File: src/rtl/axis_read_addr.sv
// axis_read_addr
//   Read-job front end for an AXI4 read address channel. A job (byte start
//   address, length in DATA_WIDTH words) is taken over the cfg handshake.
//   The word count is forwarded once to the read-data stage over the len
//   handshake. The job is then split into INCR bursts on the AR channel.
//
// Ports
//   clk, rst                  clock, synchronous active-high reset
//   cfg_address/length/val/rdy  job input handshake
//   len_length/val/rdy          word count to the read-data stage
//   axi_ar*                     AXI4 read address channel (master side)
//
// Build option
//   AXIS_READ_ADDR_4K_SPLIT_EN  when defined, no burst crosses a 4 KB
//                               boundary; otherwise the caller guarantees
//                               alignment.
module axis_read_addr #(
    parameter int unsigned CFG_DWIDTH     = 32,
    parameter int unsigned AXI_ADDR_WIDTH = 32,
    parameter int unsigned AXI_DATA_WIDTH = 256,
    parameter int unsigned DATA_WIDTH     = 32,
    parameter int unsigned BURST_MAX      = 16
) (
    input  logic                      clk,
    input  logic                      rst,
    input  logic [CFG_DWIDTH-1:0]     cfg_address,
    input  logic [CFG_DWIDTH-1:0]     cfg_length,
    input  logic                      cfg_val,
    output logic                      cfg_rdy,
    output logic [CFG_DWIDTH-1:0]     len_length,
    output logic                      len_val,
    input  logic                      len_rdy,
    output logic [AXI_ADDR_WIDTH-1:0] axi_araddr,
    output logic [7:0]                axi_arlen,
    output logic [2:0]                axi_arsize,
    output logic [1:0]                axi_arburst,
    output logic                      axi_arvalid,
    input  logic                      axi_arready
);

    localparam int unsigned BEAT_BYTES = AXI_DATA_WIDTH / 8;
    localparam int unsigned BEAT_SHIFT = $clog2(BEAT_BYTES);
    localparam int unsigned WPB        = AXI_DATA_WIDTH / DATA_WIDTH;
    localparam int unsigned WPB_SHIFT  = $clog2(WPB);
    localparam int unsigned BW         = CFG_DWIDTH + 1;

    // S_DONE is the single busy cycle taken by a zero-length job.
    typedef enum logic [2:0] {
        S_IDLE,
        S_DONE,
        S_LEN,
        S_CALC,
        S_ADDR
    } state_t;

    state_t                    state_q, state_d;
    logic [AXI_ADDR_WIDTH-1:0] addr_q, addr_d;
    logic [BW-1:0]             beats_q, beats_d;
    logic [8:0]                burst_q, burst_d;
    logic                      cfg_rdy_q, cfg_rdy_d;
    logic                      len_val_q, len_val_d;
    logic [CFG_DWIDTH-1:0]     len_length_q, len_length_d;
    logic                      arvalid_q, arvalid_d;
    logic [AXI_ADDR_WIDTH-1:0] araddr_q, araddr_d;
    logic [7:0]                arlen_q, arlen_d;

    logic [BW-1:0]             job_beats;
    logic [AXI_ADDR_WIDTH-1:0] job_addr;
    logic [8:0]                burst_calc;
`ifdef AXIS_READ_ADDR_4K_SPLIT_EN
    logic [12:0]               room_beats;
`endif

    // Beat count is computed one bit wider than cfg_length so that the
    // rounding-up add cannot overflow.
    always_comb begin
        job_beats = ({1'b0, cfg_length} + BW'(WPB - 1)) >> WPB_SHIFT;
        job_addr  = AXI_ADDR_WIDTH'(cfg_address) & ~AXI_ADDR_WIDTH'(BEAT_BYTES - 1);
    end

    // Size of the next burst from the registered address/remaining beats.
    always_comb begin
        if (beats_q < BW'(BURST_MAX)) begin
            burst_calc = 9'(beats_q);
        end else begin
            burst_calc = 9'(BURST_MAX);
        end
`ifdef AXIS_READ_ADDR_4K_SPLIT_EN
        // addr_q is beat aligned, so the division is exact.
        room_beats = (13'd4096 - {1'b0, addr_q[11:0]}) >> BEAT_SHIFT;
        if ({4'b0, burst_calc} > room_beats) begin
            burst_calc = 9'(room_beats);
        end
`endif
    end

    always_comb begin
        state_d      = state_q;
        addr_d       = addr_q;
        beats_d      = beats_q;
        burst_d      = burst_q;
        cfg_rdy_d    = cfg_rdy_q;
        len_val_d    = len_val_q;
        len_length_d = len_length_q;
        arvalid_d    = arvalid_q;
        araddr_d     = araddr_q;
        arlen_d      = arlen_q;

        case (state_q)
            S_IDLE: begin
                if (cfg_val) begin
                    addr_d       = job_addr;
                    beats_d      = job_beats;
                    len_length_d = cfg_length;
                    cfg_rdy_d    = 1'b0;
                    if (job_beats == '0) begin
                        state_d = S_DONE;
                    end else begin
                        state_d   = S_LEN;
                        len_val_d = 1'b1;
                    end
                end
            end
            S_DONE: begin
                state_d   = S_IDLE;
                cfg_rdy_d = 1'b1;
            end
            S_LEN: begin
                if (len_rdy) begin
                    len_val_d = 1'b0;
                    state_d   = S_CALC;
                end
            end
            S_CALC: begin
                burst_d   = burst_calc;
                arlen_d   = 8'(burst_calc - 9'd1);
                araddr_d  = addr_q;
                arvalid_d = 1'b1;
                state_d   = S_ADDR;
            end
            S_ADDR: begin
                if (axi_arready) begin
                    arvalid_d = 1'b0;
                    addr_d    = addr_q + (AXI_ADDR_WIDTH'(burst_q) << BEAT_SHIFT);
                    beats_d   = beats_q - BW'(burst_q);
                    if (beats_q == BW'(burst_q)) begin
                        state_d   = S_IDLE;
                        cfg_rdy_d = 1'b1;
                    end else begin
                        state_d = S_CALC;
                    end
                end
            end
            default: begin
                state_d = S_IDLE;
            end
        endcase
    end

    always_ff @(posedge clk) begin
        if (rst) begin
            state_q      <= S_IDLE;
            addr_q       <= '0;
            beats_q      <= '0;
            burst_q      <= '0;
            cfg_rdy_q    <= 1'b1;
            len_val_q    <= 1'b0;
            len_length_q <= '0;
            arvalid_q    <= 1'b0;
            araddr_q     <= '0;
            arlen_q      <= '0;
        end else begin
            state_q      <= state_d;
            addr_q       <= addr_d;
            beats_q      <= beats_d;
            burst_q      <= burst_d;
            cfg_rdy_q    <= cfg_rdy_d;
            len_val_q    <= len_val_d;
            len_length_q <= len_length_d;
            arvalid_q    <= arvalid_d;
            araddr_q     <= araddr_d;
            arlen_q      <= arlen_d;
        end
    end

    assign cfg_rdy     = cfg_rdy_q;
    assign len_val     = len_val_q;
    assign len_length  = len_length_q;
    assign axi_arvalid = arvalid_q;
    assign axi_araddr  = araddr_q;
    assign axi_arlen   = arlen_q;
    assign axi_arsize  = 3'(BEAT_SHIFT);
    assign axi_arburst = 2'b01;

endmodule
File: config.mk
export PLATFORM = sky130hd
export DESIGN_NAME = axis_read_addr
export DESIGN_NICKNAME = d
export VERILOG_FILES = /design/src/rtl/axis_read_addr.sv
export SDC_FILE = /design/constraint.sdc
export NUM_CORES = 1
export LEC_CHECK = 0
export BUFFER_PORTS_ARGS = -buffer_cell sky130_fd_sc_hd__buf_4
export CAP_MARGIN = 30
export CORE_MARGIN = 1.5
export CORE_UTILIZATION = 40
export DETAILED_ROUTE_END_ITERATION = 6
export PLACE_DENSITY_LB_ADDON = 0.15
export SKIP_CTS_REPAIR_TIMING = 1
export SYNTH_ARGS = -nofsm -noshare
export SYNTH_HDL_FRONTEND = slang
export SYNTH_SLANG_ARGS = --single-unit
export TNS_END_PERCENT = 30
File: constraint.sdc
create_clock -name clk -period 3.28 [get_ports clk]
set_clock_uncertainty 0.1 [all_clocks]
set_input_delay 0.164 -clock clk [delete_from_list [all_inputs] [get_ports clk]]
set_output_delay 0.164 -clock clk [all_outputs]
set_load 0.01 [all_outputs]
## Yosys cells after proc, flatten, opt, wreduce, memory -nomap -nowiden

Cells that the tools add are included.

| cells by class | value |
|---|---|
| add/sub/neg operators | 4 |
| magnitude comparators | 1 |
| equal/unequal tests | 10 |
| mux-type cells | 23 |
| reduce and logical (&&, ||, !) cells | 12 |

Operators by type and width:

| cell | number |
|---|---|
| 33-bit two-way mux | 2 |
| 33-bit one-hot mux with 2 select lines | 1 |
| 32-bit two-way mux | 2 |
| 32-bit one-hot mux with 2 select lines | 1 |
| 32-bit by 3-bit adder with 33-bit output, second input constant | 1 |
| 33-bit by 9-bit == test with 1-bit output | 1 |
| 33-bit zero test | 1 |
| 33-bit by 5-bit less-than comparator with 1-bit output, second input constant | 1 |
| 33-bit by 9-bit subtractor with 33-bit output | 1 |
| 32-bit by 14-bit adder with 32-bit output | 1 |
| 3-bit one-hot mux with 4 select lines | 1 |
| 2-bit != test, second input constant | 5 |
| 3-bit two-way mux | 3 |
| 9-bit two-way mux | 1 |
| 4-bit AND reduction | 2 |
| 8-bit by 1-bit subtractor with 8-bit output, second input constant | 1 |
| 1-bit two-way mux | 7 |
| 3-bit by 2-bit == test with 1-bit output, second input constant | 2 |
| 3-bit AND reduction | 2 |
| 2-bit nonzero test | 3 |
| 2-bit two-way mux | 2 |
| 1-bit one-hot mux with 2 select lines | 2 |
| 2-bit AND reduction | 2 |
| 3-bit by 1-bit == test with 1-bit output, second input constant | 1 |
| other kinds (4) | 4 |

| word-level totals | value |
|---|---|
| register bits after elaboration | 152 |
| output and inout bits | 80 |
| logic and storage cells | 60 |

## Depth between registers and ports, before layout

Gate-level depths: netlist of run 1.

| logic depth | value |
|---|---|
| word-level depth | 5 |
| mapped depth | 11 |

## Worst setup path before layout of run 1

Ideal clock, no wire load.

| path | value |
|---|---|
| path type | register to register |
| from | register addr_q[5] |
| to | register addr_q[21] |
| library setup time | 0.114 ns |
| arrival | 2.310 ns |
| path slack | 0.755 ns |
| stages on the path, launching flop included | 12 |
| path buffers | 1 |
| cell sequence | dfxtp_1 > ha_1 > inv_1 > fa_1 > nor2b_1 > o21a_1 > o211ai_1 > a31oi_1 > a21o_1 > buf_2 > nand4_1 > a2111oi_0 |

| between the ends | value |
|---|---|
| cells in the longest elaborated chain, start to end | 3 |

RTL lines:

| item | RTL line | RTL |
|---|---|---|
| start, declared | 57 | `logic [AXI_ADDR_WIDTH-1:0] addr_q, addr_d;` |
| start signal, assigned | 174 | `addr_q <= addr_d;` |
| 32-bit by 14-bit adder with 32-bit output | 144 | `addr_d = addr_q + (AXI_ADDR_WIDTH'(burst_q) << BEAT_SHIFT);` |
| 32-bit two-way mux | 142 | `if (axi_arready) begin` |
| 32-bit one-hot mux with 2 select lines | 109 | `case (state_q)` |

No other way between the ends. The select of a mux whose other input is x is not followed.
A chain may end at the register's enable or synchronous reset.

## Worst setup path in the final report of run 1

| path | value |
|---|---|
| from | register burst_q[1] |
| to | register beats_q[17] |

| between the ends | value |
|---|---|
| cells in the longest elaborated chain, start to end | 3 |

RTL lines:

| item | RTL line | RTL |
|---|---|---|
| start, declared | 59 | `logic [8:0] burst_q, burst_d;` |
| start signal, assigned | 176 | `burst_q <= burst_d;` |
| 33-bit by 9-bit subtractor with 33-bit output | 145 | `beats_d = beats_q - BW'(burst_q);` |
| 33-bit two-way mux | 142 |  |
| 33-bit one-hot mux with 2 select lines | 109 |  |
| end signal, assigned | 175 | `beats_q <= beats_d;` |
| end, declared | 58 | `logic [BW-1:0] beats_q, beats_d;` |

No other way between the ends. The select of a mux whose other input is x is not followed.

==> flow_summary.ini, run 1 <==
[synthesis]
post_synthesis_cell_count = 1023
ys_dominant_reg_cell = sky130_fd_sc_hd__dfxtp_1
post_synth.cell_area_avg_sq_um = 7.593
post_synth_mux_area_share_pct = 0.7410
post_synthesis_share_of_cell_area_spent_on_full_adders_half_adders_and_majority_gates_pct = 3.576
synth_largest_type_area_fraction_pct = 36.60
post_synth_xor_xnor_area_pct = 4.398
synth-edff-count = 0
synthSimpleGateAreaFrac_pct = 27.63
syn-cell-area_sq_um = 7767
yosys-top-cells-count = sky130_fd_sc_hd__nand2_1, sky130_fd_sc_hd__dfxtp_1, sky130_fd_sc_hd__a21oi_1
netlist-cell-type-count = 70
yosys_warn_count = 0
synth_sequential_area_ratio_pct = 36.60
number_of_synthesized_register_bits = 142
main_combinational_cell_family_by_area_after_synthesis = simple AND/OR/NAND/NOR gates
synth-compound-area-share_pct = 21.21
post_synth_main_area_contributors = sky130_fd_sc_hd__dfxtp_1, sky130_fd_sc_hd__nand2_1, sky130_fd_sc_hd__a21oi_1
synthDominantAreaCellType = sky130_fd_sc_hd__dfxtp_1
async_reset_ff_share_pct = 0
synth_most_common_cell = sky130_fd_sc_hd__nand2_1

[power_and_ir_drop]
vdd_drop_max_mv = 0.4089
power-per-cell-area_nw_per_um2 = 619.6
leak_uw = 0.003838

[grt]
grt_pass1_wl_microns = 34710
globalRoute.totalOverflow = 0
grt.total_usage_pct = 21.23
first_global_vias = 6736
antenna_found_initial = 0
grt_start_max_net_pins = 48

[timing]
finalCritPeriodShare_pct = 87.04
final_critical_delay_including_setup_and_external_delays_ps = 2855
holdWs_ps = -23.84
max_slew_margin_pct = 53.10
tns_ps = 0
achievable-frequency_ghz = 0.3503
slew_viol_final = 0
grt_setup_unrepaired = false
report.final.hold_viol_count = 1
setup_slack_ps = 424.9
worst_slew_pin_slew_ps = 703.6
finalSetupViolCount = 0

[floorplan]
io_pins = 149
initial_utilization_pct = 41.11
placement_rows = 50
die_w_microns = 142.4
core_area_sq_um = 18890
floorplan.die_area_sq_um = 20260
die_height_microns = 142.4

[outcome]
violations = negative hold slack
run_status = complete, but fails checks

[placement]
routabilityCongestion = 0.8644
hpwl_microns = 14720
port_buffers = 133
detailedPlace.worstSlack_ps = 440.8

[clock_network]
path_clk_slew_ps = 60
clock_tree.htree_level_count = 4
clock_sink_count = 142
numCtsBuffers = 17
cts.root.buffer_cell = sky130_fd_sc_hd__clkbuf_16
clock_tree_from_tritoncts = yes
clk_lat_worst_skew_ps = 420
ctsLongestPathBuffers = 2

[final_layout]
antenna_cells = 0
nNetsFinal = 1255
syn_to_final_growth_pct = 27.95
final_layout_size_suffix_gt1_share_pct = 17.66
count_of_filler_cells_inserted_in_the_layout = 1856

[route]
ant_nets = 0
drt-vias-per-instance = 5.303
drt_pre_antenna_iters = 5
routed_len_inst_microns = 15.01
finalWirelength_microns = 21580
drt_iter0_markers = 494
vias = 7626
drc_errors = 0

[critical_path]
rr_worst_depth = 9
timing.critical_path.to_type = flop
crit_path_max_fanout = 6
crit_required_ps = 3520
worstPathArrival_ps = 3100
cp-start-kind = flop
worstSetupPathType = reg -> reg

[worst_hold_path]
worstHoldPathType = in -> reg
worstHoldPathCells = 4

[flow_run]
maxCapViolations = 0
cell families (layout without fill, tap and decap cells):
kind of cell             count (synthesis)  in the layout
AND/OR/NAND/NOR                        454            454
AO/OA/AOI/OAI                          257            257
flip-flops                             142            142
buffers and inverters                  103            250
XOR/XNOR                                39             39
adder cells (fa/ha/maj)                 21             21
multiplexers                             5              5
other                                    2             10
path summary, 6_finish.rpt:
| kind | end | startpoint | slack [ps] |
|---|---|---|---|
| worst max-delay path | beats_q[17] | burst_q[1] | 420 |
| worst min-delay path | state_q[2] | axi_arready | -20 |
| worst max register to register | beats_q[17] | burst_q[1] | 420 |
| worst min register to register | len_length[12] | len_length[12] | 350 |
power by group:
part,leakage [uW],switching [uW],internal (uW)
combinational,0.00242,1220,842
clock,0.000257,777,1060
sequential,0.00116,257,2000
total,0.00384,2260,3900
cells in the final DEF (no fill, tap or decap), types with 3 or more instances in the layout:
cell type / n
sky130_fd_sc_hd__clkinvlp_4: 6
sky130_fd_sc_hd__nand2b_1: 4
sky130_fd_sc_hd__nand3_1: 25
sky130_fd_sc_hd__and2_1: 8
sky130_fd_sc_hd__nor4_1: 20
sky130_fd_sc_hd__a2111oi_0: 7
sky130_fd_sc_hd__nand2_1: 192
sky130_fd_sc_hd__nand4_1: 17
sky130_fd_sc_hd__xor2_1: 18
sky130_fd_sc_hd__and4_1: 7
sky130_fd_sc_hd__conb_1: 10
sky130_fd_sc_hd__a21o_1: 7
sky130_fd_sc_hd__o211ai_1: 5
sky130_fd_sc_hd__buf_4: 151
sky130_fd_sc_hd__o21a_1: 8
sky130_fd_sc_hd__a2bb2oi_1: 3
sky130_fd_sc_hd__dlygate4sd3_1: 47
sky130_fd_sc_hd__and3_1: 16
sky130_fd_sc_hd__o21ai_0: 31
sky130_fd_sc_hd__nor2b_1: 7
sky130_fd_sc_hd__nor2_1: 80
sky130_fd_sc_hd__o31a_1: 4
sky130_fd_sc_hd__or2_2: 4
sky130_fd_sc_hd__and4b_1: 3
sky130_fd_sc_hd__clkinv_2: 3
sky130_fd_sc_hd__ha_1: 19
sky130_fd_sc_hd__a21oi_1: 113
sky130_fd_sc_hd__a311oi_1: 12
sky130_fd_sc_hd__xnor2_1: 21
sky130_fd_sc_hd__dfxtp_1: 142
sky130_fd_sc_hd__nor3_1: 43
sky130_fd_sc_hd__or3_1: 9
sky130_fd_sc_hd__o21ai_1: 5
sky130_fd_sc_hd__inv_1: 19
sky130_fd_sc_hd__o22ai_1: 7
sky130_fd_sc_hd__a31oi_1: 8
sky130_fd_sc_hd__clkbuf_16: 17
sky130_fd_sc_hd__a211oi_1: 22
sky130_fd_sc_hd__or4_1: 4
critical path, cell delays in order, from the launching register on:
cell and delay (ps):
sky130_fd_sc_hd__dfxtp_1 400, sky130_fd_sc_hd__inv_1 120, sky130_fd_sc_hd__ha_1 300, sky130_fd_sc_hd__nor2b_1 150, sky130_fd_sc_hd__o31a_1 280, sky130_fd_sc_hd__o31ai_2 430, sky130_fd_sc_hd__nand3_1 210, sky130_fd_sc_hd__nor4_1 300
sky130_fd_sc_hd__mux2_2 370, sky130_fd_sc_hd__a21oi_1 130
area by class of cell:
class	count	area (sq um)	area share, %
Sequential cell	142	2843	28.60
Multi-Input combinational cell	786	4532	45.60
Timing Repair Buffer	198	1604	16.14
Clock buffer	19	442.9	4.457
Inverter	20	75.07	0.7554
Clock inverter	13	116.4	1.171
Tap cell	260	325.3	3.273
per-stage QoR:
step           instances  utilization [%]  power, uW  area, sq um
3_5_place_dp        1359            47.15       4290         8909
2_1_floorplan       1031                -       3673         7797
3_3_place_gp        1359            47.15       4273         8909
6_report            1438            52.60       6158         9938
4_1_cts             1391            50.11       6141         9468
5_1_grt             1438            52.60       6554         9938
state kept, by name (all words and copies together), names as in the netlist:
signal       cells
addr_q          27
axi_araddr      27
axi_arlen        8
axi_arvalid      1
beats_q         33
burst_q          9
cfg_rdy          1
len_length      32
len_val          1
state_q          3
per-layer routing:
layer | global-route usage, % | wire length (microns) | vias to the layer above
met3 | 4.172 | 1150 | 30
met1 | 29.36 | 10520 | 3452
li1 | - | - | 3909
met5 | 0 | 0 | -
met4 | 7.108 | 419 | 0
met2 | 33.09 | 9489 | 235
(Power assumes the default switching activity.)
==> run 2, diff against run 1 <==
CORE_ASPECT_RATIO = 1.1   (was not set)
==> flow_summary.ini, run 2 (synthesis results as in run 1) <==
[outcome]
run_status = complete, but fails checks
violations = negative hold slack

[floorplan]
floorplan.die_area_sq_um = 20260
io_pins = 149
die_w_microns = 135.9
core_area_sq_um = 19100
initial_utilization_pct = 40.67
die_height_microns = 149.2
placement_rows = 53

[grt]
first_global_vias = 6861
globalRoute.totalOverflow = 0
grt_start_max_net_pins = 46
antenna_found_initial = 0
grt.total_usage_pct = 21.24
grt_pass1_wl_microns = 34500

[critical_path]
worstSetupPathType = reg -> reg
rr_endpoint = addr_q[21]
rr_worst_depth = 10
crit_required_ps = 3490
reg2reg_slack_ps = 360
worstSetupStartpoint = burst_q[0]
cp-start-kind = flop
worstSetupEndpoint = addr_q[21]
worstPathArrival_ps = 3120
crit_path_max_fanout = 7
timing.critical_path.to_type = flop
rr_startpoint = burst_q[0]

[route]
routed_len_inst_microns = 15.10
finalWirelength_microns = 21570
drc_errors = 0
vias = 7693
ant_nets = 0
drt_iter0_markers = 455
drt-vias-per-instance = 5.383
drt_pre_antenna_iters = 5

[power_and_ir_drop]
power-per-cell-area_nw_per_um2 = 632.4
vdd_drop_max_mv = 0.4745
leak_uw = 0.003892

[worst_hold_path]
worstHoldPathType = in -> reg

[final_layout]
finish.utilization_pct = 52.38
design_area_sq_um = 10000
layout.cells.most_common = sky130_fd_sc_hd__nand2_1
nNetsFinal = 1259
layout.cells.most_common_list = sky130_fd_sc_hd__nand2_1, sky130_fd_sc_hd__buf_4, sky130_fd_sc_hd__dfxtp_1
final_layout_size_suffix_gt1_share_pct = 17.77
antenna_cells = 0
largest-register = beats_q
number_of_flip_flops_in_the_largest_register = 33
syn_to_final_growth_pct = 28.80

[timing]
finalCritPeriodShare_pct = 88.95
finalSetupViolCount = 0
holdWs_ps = -12.70
report.final.hold_viol_count = 2
achievable-frequency_ghz = 0.3427
grt_setup_unrepaired = false
worst_slew_pin_slew_ps = 716.5
tns_ps = 0
slew_viol_final = 0
final_critical_delay_including_setup_and_external_delays_ps = 2918
setup_slack_ps = 362.3
max_slew_margin_pct = 52.24

[placement]
placed_area_sq_um = 8907
routabilityCongestion = 0.8739
hpwl_microns = 14940
detailedPlace.worstSlack_ps = 397.8
port_buffers = 133

[clock_network]
numCtsBuffers = 17
ctsLongestPathBuffers = 2
cts.root.buffer_cell = sky130_fd_sc_hd__clkbuf_16
clk_lat_worst_skew_ps = 430
clock_tree_from_tritoncts = yes
clock_tree.htree_level_count = 4
path_clk_slew_ps = 60
clock_sink_count = 142

[flow_run]
maxCapViolations = 0
## run 2: through the flow
step	std cells	power, uW
5_1_grt	1429	6723
3_5_place_dp	1348	4297
3_3_place_gp	1348	4279
2_1_floorplan	1031	3673
4_1_cts	1380	6317
6_report	1429	6327
## run 2: area by class of cell
type / instances / area, sq um
flip-flops and latches: 142 / 2843
multi-input cells: 786 / 4532
inverters: 20 / 75.07
repair buffers: 202 / 1639
clock buffers: 19 / 442.9
clock inverters: 13 / 163.9
well taps: 247 / 309.0
fillers: 1877 / 9094
## run 2: power breakdown
part / internal [uW] / total, uW / switching (uW)
Sequential: 2000 / 2260 / 261
Combinational: 847 / 2060 / 1210
Clock: 1220 / 2010 / 789
Total: 4060 / 6330 / 2260
## run 2: how the worst min path moves through the flow
stage / start / endpoint / slack [ps] / depth (start not counted)
after detailed placement: cfg_length[2] / len_length[2] / 340 / 3
final: cfg_address[17] / addr_q[17] / -10 / 3
after global routing: cfg_address[17] / addr_q[17] / 0.3 / 3
after CTS: cfg_length[2] / len_length[2] / -110 / 3
after global placement: cfg_length[2] / len_length[2] / 340 / 3
after floorplan: cfg_length[0] / len_length[0] / 200 / 2
## run 2: worst max-delay path, cell delays in order (launching register included)
cell and delay, ps:
sky130_fd_sc_hd__dfxtp_1 370, sky130_fd_sc_hd__ha_1 190, sky130_fd_sc_hd__inv_1 50, sky130_fd_sc_hd__fa_1 370, sky130_fd_sc_hd__nor2b_1 170, sky130_fd_sc_hd__o21a_1 170
sky130_fd_sc_hd__o211ai_1 130, sky130_fd_sc_hd__a31oi_1 330, sky130_fd_sc_hd__a21o_1 370, sky130_fd_sc_hd__nand4_1 130, sky130_fd_sc_hd__a2111oi_0 420
## run 2: routing by layer
layer / up-vias / track usage [%] / wire (microns)
li1: 3915 / - / -
met1: 3547 / 28.75 / 10270
met2: 207 / 33.91 / 9860
met3: 24 / 4.621 / 1161
met4: 0 / 6.223 / 280
met5: - / 0 / 0
==> run 3, diff against run 2 <==
clock period = 2.4 ns   (was 3.28 ns; I/O delays follow)
==> flow_summary.ini, run 3 (synthesis results as in run 1) <==
[outcome]
run_status = complete, but fails checks
violations = negative hold slack, negative setup slack

[power_and_ir_drop]
power-per-cell-area_nw_per_um2 = 869.1
vdd_drop_max_mv = 0.6849
leak_uw = 0.004506
power.share.combinational_pct = 40.0
power.share.sequential_pct = 30.9
pwr-share-clk_pct = 29.2
internal_power_uw = 6384
power_switching_share_pct = 35.13
net_switching_power_of_the_design_uw = 3458

[floorplan]
initial_utilization_pct = 40.67
floorplan.die_area_sq_um = 20260
die_w_microns = 135.9
core_area_sq_um = 19100
io_pins = 149
placement_rows = 53
die_height_microns = 149.2

[critical_path]
crit_path_max_fanout = 5
timing.critical_path.to_type = flop
cp-start-kind = flop
worstPathArrival_ps = 2710
crit_required_ps = 2590
worstSetupStartpoint = burst_q[2]
worstSetupPathType = reg -> reg
rr_startpoint = burst_q[2]

[final_layout]
number_of_flip_flops_in_the_largest_register = 33
finish.utilization_pct = 59.30
fin_cells = 1531
nNetsFinal = 1361
design_area_sq_um = 11320
layout.cells.most_common = sky130_fd_sc_hd__buf_4
final_layout_size_suffix_gt1_share_pct = 29.05
largest-register = beats_q
layout.cells.most_common_list = sky130_fd_sc_hd__buf_4, sky130_fd_sc_hd__nand2_1, sky130_fd_sc_hd__dfxtp_1
syn_to_final_growth_pct = 45.80
antenna_cells = 0

[timing]
max_slew_margin_pct = 51.19
final_critical_delay_including_setup_and_external_delays_ps = 2516
slew_viol_final = 0
grt_setup_unrepaired = true
setup_slack_ps = -116.4
holdWs_ps = -44.89
worst_slew_pin_slew_ps = 727.6
finalCritPeriodShare_pct = 104.8
finalSetupViolCount = 9
achievable-frequency_ghz = 0.3974
report.final.hold_viol_count = 7

[grt]
grt.total_usage_pct = 23.04
antenna_found_initial = 0
grt_start_max_net_pins = 126
globalRoute.totalOverflow = 0
grt_pass1_wl_microns = 37450
first_global_vias = 7466

[clock_network]
path_clk_slew_ps = 60
clk_lat_worst_skew_ps = 430
ctsLongestPathBuffers = 2
clock_tree_from_tritoncts = yes
clock_sink_count = 142
numCtsBuffers = 17
cts.root.buffer_cell = sky130_fd_sc_hd__clkbuf_16
clock_tree.htree_level_count = 4

[worst_hold_path]
min_from = cfg_address[26]
worstHoldPathType = in -> reg

[placement]
routabilityCongestion = 0.8239
placed_area_sq_um = 9731
hpwl_microns = 15770
dp.cells = 1442
port_buffers = 133
detailedPlace.worstSlack_ps = -337.6

[route]
drt-vias-per-instance = 5.292
ant_nets = 0
routed_len_inst_microns = 15.43
vias = 8102
finalWirelength_microns = 23620
drc_errors = 0
drt_iter0_markers = 466
drt_pre_antenna_iters = 5

[flow_run]
maxCapViolations = 0
run 3: metal layers:
layer	vias to the layer above	track usage [%]	wire length, microns
li1	4118	-	-
met1	3753	30.37	10970
met2	205	38.88	11270
met3	26	3.432	1056
met4	0	6.968	320
met5	-	0	0
run 3: metrics by stage:
stage / power [uW] / TNS (ps)
3_5_place_dp: 6532 / -2233
2_1_floorplan: 5067 / -23.10
4_1_cts: 9415 / -2690
3_3_place_gp: 6504 / -1282
6_report: 9842 / -313.5
5_1_grt: 10390 / -2769
run 3: cell type report:
| class | instances | area (sq um) |
|---|---|---|
| clock inverters | 12 | 186.4 |
| inverters | 20 | 75.07 |
| multi-input cells | 786 | 4951 |
| clock buffers | 20 | 446.7 |
| repair buffers | 304 | 2501 |
| well taps | 247 | 309.0 |
| fillers | 1778 | 7774 |
| flip-flops and latches | 142 | 2855 |
run 3: power groups by stage:
stage	logic, uW	registers [uW]	clock network (uW)
after floorplan	2000	3070	0
after global placement	3460	3050	0
after detailed placement	3480	3050	0
after CTS	3490	3010	2910
after global routing	4310	3080	3000
final	3930	3040	2870
run 3: worst paths after layout:
path | endpoint | slack (ps) | depth (start not counted)
setup reg to reg | addr_q[19] | -120 | 9
hold reg to reg | axi_araddr[7] | 350 | 2
hold / removal | addr_q[26] | -40 | 5
setup / recovery | addr_q[19] | -120 | 9
run 3: worst max-delay path, cell delays in order, from the launching register on:
cell	delay, ps
sky130_fd_sc_hd__dfxtp_2	330
sky130_fd_sc_hd__ha_1	320
sky130_fd_sc_hd__nor2b_2	170
sky130_fd_sc_hd__o21a_1	190
sky130_fd_sc_hd__o211ai_1	280
sky130_fd_sc_hd__a31oi_2	160
sky130_fd_sc_hd__a21o_4	270
sky130_fd_sc_hd__buf_4	140
sky130_fd_sc_hd__a311oi_1	330
sky130_fd_sc_hd__a2111oi_2	80
